### src/rtl/vga_stream_timing.sv
// vga_stream_timing: VGA timing generator with a valid/ready pixel-stream sink.
// Ports:
//   pixel_clk, pixel_rst   clock and asynchronous active-high reset
//   enable                 allow stream consumption (timing always runs)
//   pix_data/valid/sof     stream head; sof marks pixel (0,0) of a frame
//   pix_ready              head consumed when pix_valid && pix_ready
//   HS, VS, BLANK, RGB     registered video outputs (BLANK=1 means active video)
//   frame_start            pulse with the first active pixel of a frame
//   underflow, sync_err    sticky error flags, cleared by err_clr
module vga_stream_timing #(
    parameter int HDISP   = 800,
    parameter int VDISP   = 480,
    parameter int HFP     = 40,
    parameter int HPULSE  = 48,
    parameter int HBP     = 40,
    parameter int VFP     = 13,
    parameter int VPULSE  = 3,
    parameter int VBP     = 29,
    parameter int HS_POL  = 0,
    parameter int VS_POL  = 0,
    parameter int PIX_FMT = 0,
    parameter int DATA_W  = 32
) (
    input  logic              pixel_clk,
    input  logic              pixel_rst,
    input  logic              enable,
    input  logic [DATA_W-1:0] pix_data,
    input  logic              pix_valid,
    input  logic              pix_sof,
    output logic              pix_ready,
    output logic              HS,
    output logic              VS,
    output logic              BLANK,
    output logic [23:0]       RGB,
    output logic              frame_start,
    output logic              underflow,
    output logic              sync_err,
    input  logic              err_clr
);
    localparam int XLEN = HDISP + HFP + HPULSE + HBP;
    localparam int YLEN = VDISP + VFP + VPULSE + VBP;
    localparam int XW = $clog2(XLEN);
    localparam int YW = $clog2(YLEN);
    localparam logic HS_ON = HS_POL != 0;
    localparam logic VS_ON = VS_POL != 0;
    typedef enum logic {WAIT_SOF, RUN} state_t;
    state_t state, state_nx;
    logic [XW-1:0] px;
    logic [YW-1:0] py;
    logic x_end, y_end, active, origin, h_pulse, v_pulse;
    logic set_uf, set_se, disp;
    logic [DATA_W+23:0] dw;
    logic [23:0] pix_rgb;
    logic unused_dw;
    assign x_end   = 32'(px) == XLEN - 1;
    assign y_end   = 32'(py) == YLEN - 1;
    assign active  = 32'(px) < HDISP && 32'(py) < VDISP;
    assign origin  = px == '0 && py == '0;
    assign h_pulse = 32'(px) >= HDISP + HFP && 32'(px) < HDISP + HFP + HPULSE;
    assign v_pulse = 32'(py) >= VDISP + VFP && 32'(py) < VDISP + VFP + VPULSE;
    // zero-pad so both unpack formats can be sliced for any legal DATA_W
    assign dw = (DATA_W + 24)'(pix_data);
    assign unused_dw = ^dw[DATA_W+23:24];
    assign pix_rgb = PIX_FMT != 0 ? {dw[15:11], dw[15:13], dw[10:5], dw[10:9], dw[4:0], dw[4:2]}
                                  : dw[23:0];
    assign disp = state == RUN && pix_ready && pix_valid;
    always_ff @(posedge pixel_clk or posedge pixel_rst)
        if (pixel_rst) begin
            px <= '0;
            py <= '0;
        end else begin
            px <= x_end ? '0 : px + XW'(1);
            if (x_end) py <= y_end ? '0 : py + YW'(1);
        end
    always_ff @(posedge pixel_clk or posedge pixel_rst)
        if (pixel_rst) state <= WAIT_SOF;
        else state <= state_nx;
    // WAIT_SOF drops non-SOF words and holds an SOF head until the frame wraps;
    // RUN consumes only on active pixels and refuses an SOF that arrives early.
    always_comb begin
        state_nx  = state;
        pix_ready = 1'b0;
        set_uf    = 1'b0;
        set_se    = 1'b0;
        if (state == WAIT_SOF) begin
            pix_ready = enable && pix_valid && !pix_sof;
            if (enable && pix_valid && pix_sof && x_end && y_end) state_nx = RUN;
        end else begin
            pix_ready = enable && active && !(pix_sof && !origin);
            set_uf    = enable && active && !pix_valid;
            set_se    = enable && active && pix_valid && (pix_sof != origin);
            if (!enable || set_uf || set_se) state_nx = WAIT_SOF;
        end
        if (pixel_rst) pix_ready = 1'b0;
    end
    always_ff @(posedge pixel_clk or posedge pixel_rst)
        if (pixel_rst) begin
            HS          <= !HS_ON;
            VS          <= !VS_ON;
            BLANK       <= 1'b0;
            RGB         <= '0;
            frame_start <= 1'b0;
            underflow   <= 1'b0;
            sync_err    <= 1'b0;
        end else begin
            HS          <= h_pulse ? HS_ON : !HS_ON;
            VS          <= v_pulse ? VS_ON : !VS_ON;
            BLANK       <= active;
            RGB         <= disp ? pix_rgb : '0;
            frame_start <= origin;
            underflow   <= set_uf || (underflow && !err_clr);
            sync_err    <= set_se || (sync_err && !err_clr);
        end
endmodule

### config.mk
export PLATFORM = sky130hd
export DESIGN_NAME = vga_stream_timing
export DESIGN_NICKNAME = d
export VERILOG_FILES = /design/src/rtl/vga_stream_timing.sv
export SDC_FILE = /design/constraint.sdc
export NUM_CORES = 1
export LEC_CHECK = 0
export CAP_MARGIN = 20
export CORE_ASPECT_RATIO = 0.75
export CORE_MARGIN = 2
export CORE_UTILIZATION = 45
export CTS_CLUSTER_SIZE = 30
export DETAILED_ROUTE_END_ITERATION = 12
export PLACE_DENSITY = 0.82
export SYNTH_ARGS = -nofsm -noshare
export SYNTH_HDL_FRONTEND = slang
export SYNTH_SLANG_ARGS = --single-unit
### constraint.sdc
create_clock -name pixel_clk -period 3.25 [get_ports pixel_clk]
set_clock_uncertainty 0.2 [all_clocks]
set_input_delay 0.65 -clock pixel_clk [delete_from_list [all_inputs] [get_ports pixel_clk]]
set_output_delay 0.65 -clock pixel_clk [all_outputs]
set_load 0.02 [all_outputs]
==> impl_metrics.yaml <==
outcome:
  status: "complete, no violations"
flow_run:
  maxCapViolCount: 0
critical_path:
  crit_type: "reg2out"
  startpoint_type: "flip-flop"
  cp.arrival_ns: 2.35
  reg2reg_depth: 11
  critPathRequiredTime_ns: 2.40
  cp_max_fo: 2
  critPathCaptureType: "primary output"
pwr:
  p_int_uw: 919
  swShare: 0.202
  p_clk_frac: 0.399
  power.total_mw: 1.15
  power_frac_seq: 0.550
  comb_power_share: 0.051
  p_leak_nw: 1.49
  p_sw_uw: 233
  p_per_area_nw_per_um2: 357
  peakVddDrop_v: 0.000264
cells_and_area:
  design_area_um2: 3230
  final-seq-area_um2: 1280
  utilization: 0.670
  area.growth.synth_to_final_pct: 45.5
  drive_above_1_share: 0.181
  final_common_cell: "clkdlybuf4s50_1"
  multiInputGateArea_um2: 898
  diodes: 0
  layout.cells.non_filler: 348
  layout_common_cells: "59 x clkdlybuf4s50_1, 49 x dfrtp_1, 27 x buf_4"
  nets: 332
  nFillCells: 349
yosys:
  synthCells: 198
  synth.distinct_cells: 40
  synth_edf_count: 0
  synth_area_leader_cell: "dfrtp_1"
  ys_ff_latch: 51
  yosysWarnings: 0
  syn-num-nets: 243
  async_flop_share: 1.00
  yosys.area.top_type_share: 0.553
  syn_area_um2: 2220
  yosys-top-cells-area: "dfrtp_1 55%, and2_1 7.1%, ha_1 4.0%"
  avgSynthCellArea_um2: 11.2
  synth_flop_cell: "dfrtp_1"
  ys_seq_area_frac: 0.577
clock_tree:
  clk_latency_ns: 0.31
  cts_tree: "done"
  clock_sinks: 51
  h-tree-depth: 2
  clk_pin_slew_ns: 0.09
  cts.root.buffer_cell: "clkbuf_8"
  postCtsSetupRepairBufs: 0
  cts-buffers-inserted: 5
  clockBufferDepth: 2
routing:
  vias_per_cell: 5.14
  drt-initial-drc-count: 74
  dr.pass1.iters: 4
  route.detailed.drc: 0
  postRouteAntennaNets: 0
  routed-via-count: 1788
  routed_wl_mm: 5.21
  avgRoutedWirePerCell_um: 15.0
global_routing:
  use_met3: 0.0510
  busiest_layer: "met2"
  grt_usage: 0.207
  grt_pass1_vias: 1741
  gr-total-overflow: 0
  grt_antenna_before_repair: 0
  grt_pass1_wl_mm: 8.69
  use_met2: 0.347
  grt_max_degree: 35
  met1_usage: 0.269
hold_path:
  hold_depth: 2
  hold_path_class: "reg2reg"
floorplanning:
  floorplan.rows: 22
  initial_core_util: 0.460
  fp.dieW_um: 85.1
  fp.dieArea_um2: 5510
  coreArea_um2: 4820
  io_pins: 69
  die_y_um: 64.8
place:
  dpl.cell_count: 340
  dpl_cell_area_um2: 3060
  gp_congestion: 0.819
  dp_hpwl_mm: 3.88
  port_buffers: 60
timing:
  slew_headroom: 0.487
  period_needed_ns: 3.20
  finalSetupTns_ns: 0
  worstMarginPinSlew_ns: 0.762
  rsz0062_at_grt: "yes"
  fmax_mhz: 313
  finalSetupViolations: 0
  finalHoldViolations: 0
  slew_violations: 0
  finalCritPeriodShare: 0.985
==> state kept, by name (all words and copies together), names as in the netlist <==
name	count
sync_err	1
VS	1
state	1
BLANK	1
py	10
frame_start	1
RGB	24
HS	1
px	10
underflow	1
==> final cells by class <==
type	count	share of cell area
sequential	51	0.396
multi-input combinational	128	0.278
timing repair buffer	87	0.249
clock buffer	6	0.0256
tap	60	0.0233
inverter	14	0.0163
clock inverter	2	0.0109
==> worst max-delay path, cell delays in order, from the launching register on <==
cell and delay, ns:
dfrtp_1 0.40, inv_2 0.09, ha_4 0.13, nor4b_4 0.19, buf_4 0.16, nand2_2 0.05, or4_4 0.45, ha_4 0.18
o32a_1 0.17, nor2_2 0.11, buf_6 0.13
==> synth_stat cells (all sizes together) (3+ instances only) <==
master,count
a21oi,4
nand4,5
o21ai,8
dfrtp,49
xnor2,5
or3,6
and2,25
nor3,4
nor4,5
ha,7
or4b,3
buf,4
nand3,11
inv,14
nor2,10
nand2,11
xor2,4
==> power groups by stage <==
stage | clock, mW | combinational, mW | sequential [mW]
final | 0.460 | 0.0582 | 0.634
after global routing | 0.501 | 0.0634 | 0.634
after CTS | 0.470 | 0.0585 | 0.634
after detailed placement | 0 | 0.0573 | 0.647
after global placement | 0 | 0.0555 | 0.647
after floorplan | 0 | 0.0137 | 0.647
==> stage by stage <==
step	setup WS, ns	hold WS (ns)
CTS	0.0255	0.353
floorplan	0.108	0.275
finish	0.0503	0.350
detailed placement	-0.367	0.340
global route	-0.0237	0.378
global placement	-0.299	0.319
==> logic make-up (layout without fill, tap and decap cells) <==
kind of cell             Yosys count  after routing  synth area share
AND/OR/NAND/NOR                   89             89             0.240
flip-flops                        51             51             0.577
AO/OA/AOI/OAI                     22             22            0.0638
buffers and inverters             19            109            0.0401
XOR/XNOR                           9              9            0.0356
adder cells (fa/ha/maj)            7              7            0.0395
multiplexers                       1              1           0.00451
==> final timing paths <==
path	startpoint	to	slack [ns]
setup / recovery	py[0]	pix_ready	0.05
hold / removal	sync_err	sync_err	0.35
setup reg to reg	py[0]	RGB[15]	0.50
hold reg to reg	sync_err	sync_err	0.35
max in group asynchronous	pixel_rst	HS	1.45
min in group asynchronous	pixel_rst	RGB[15]	0.73
==> timing repair <==
action,CTS,global route
hold buffers,0,0
gates resized for setup,13,4
pin swaps,1,0
endpoints found under the setup margin,1,1
==> per-layer routing <==
layer  share of wire  vias up  routed length (um)
li1                -      853                   -
met1            0.42      891                2210
met2            0.53       38                2740
met3           0.040        6                 211
met4          0.0092        0                  48
met5               0        -                   0
No activity file was read; power rests on OpenSTA's default activity.
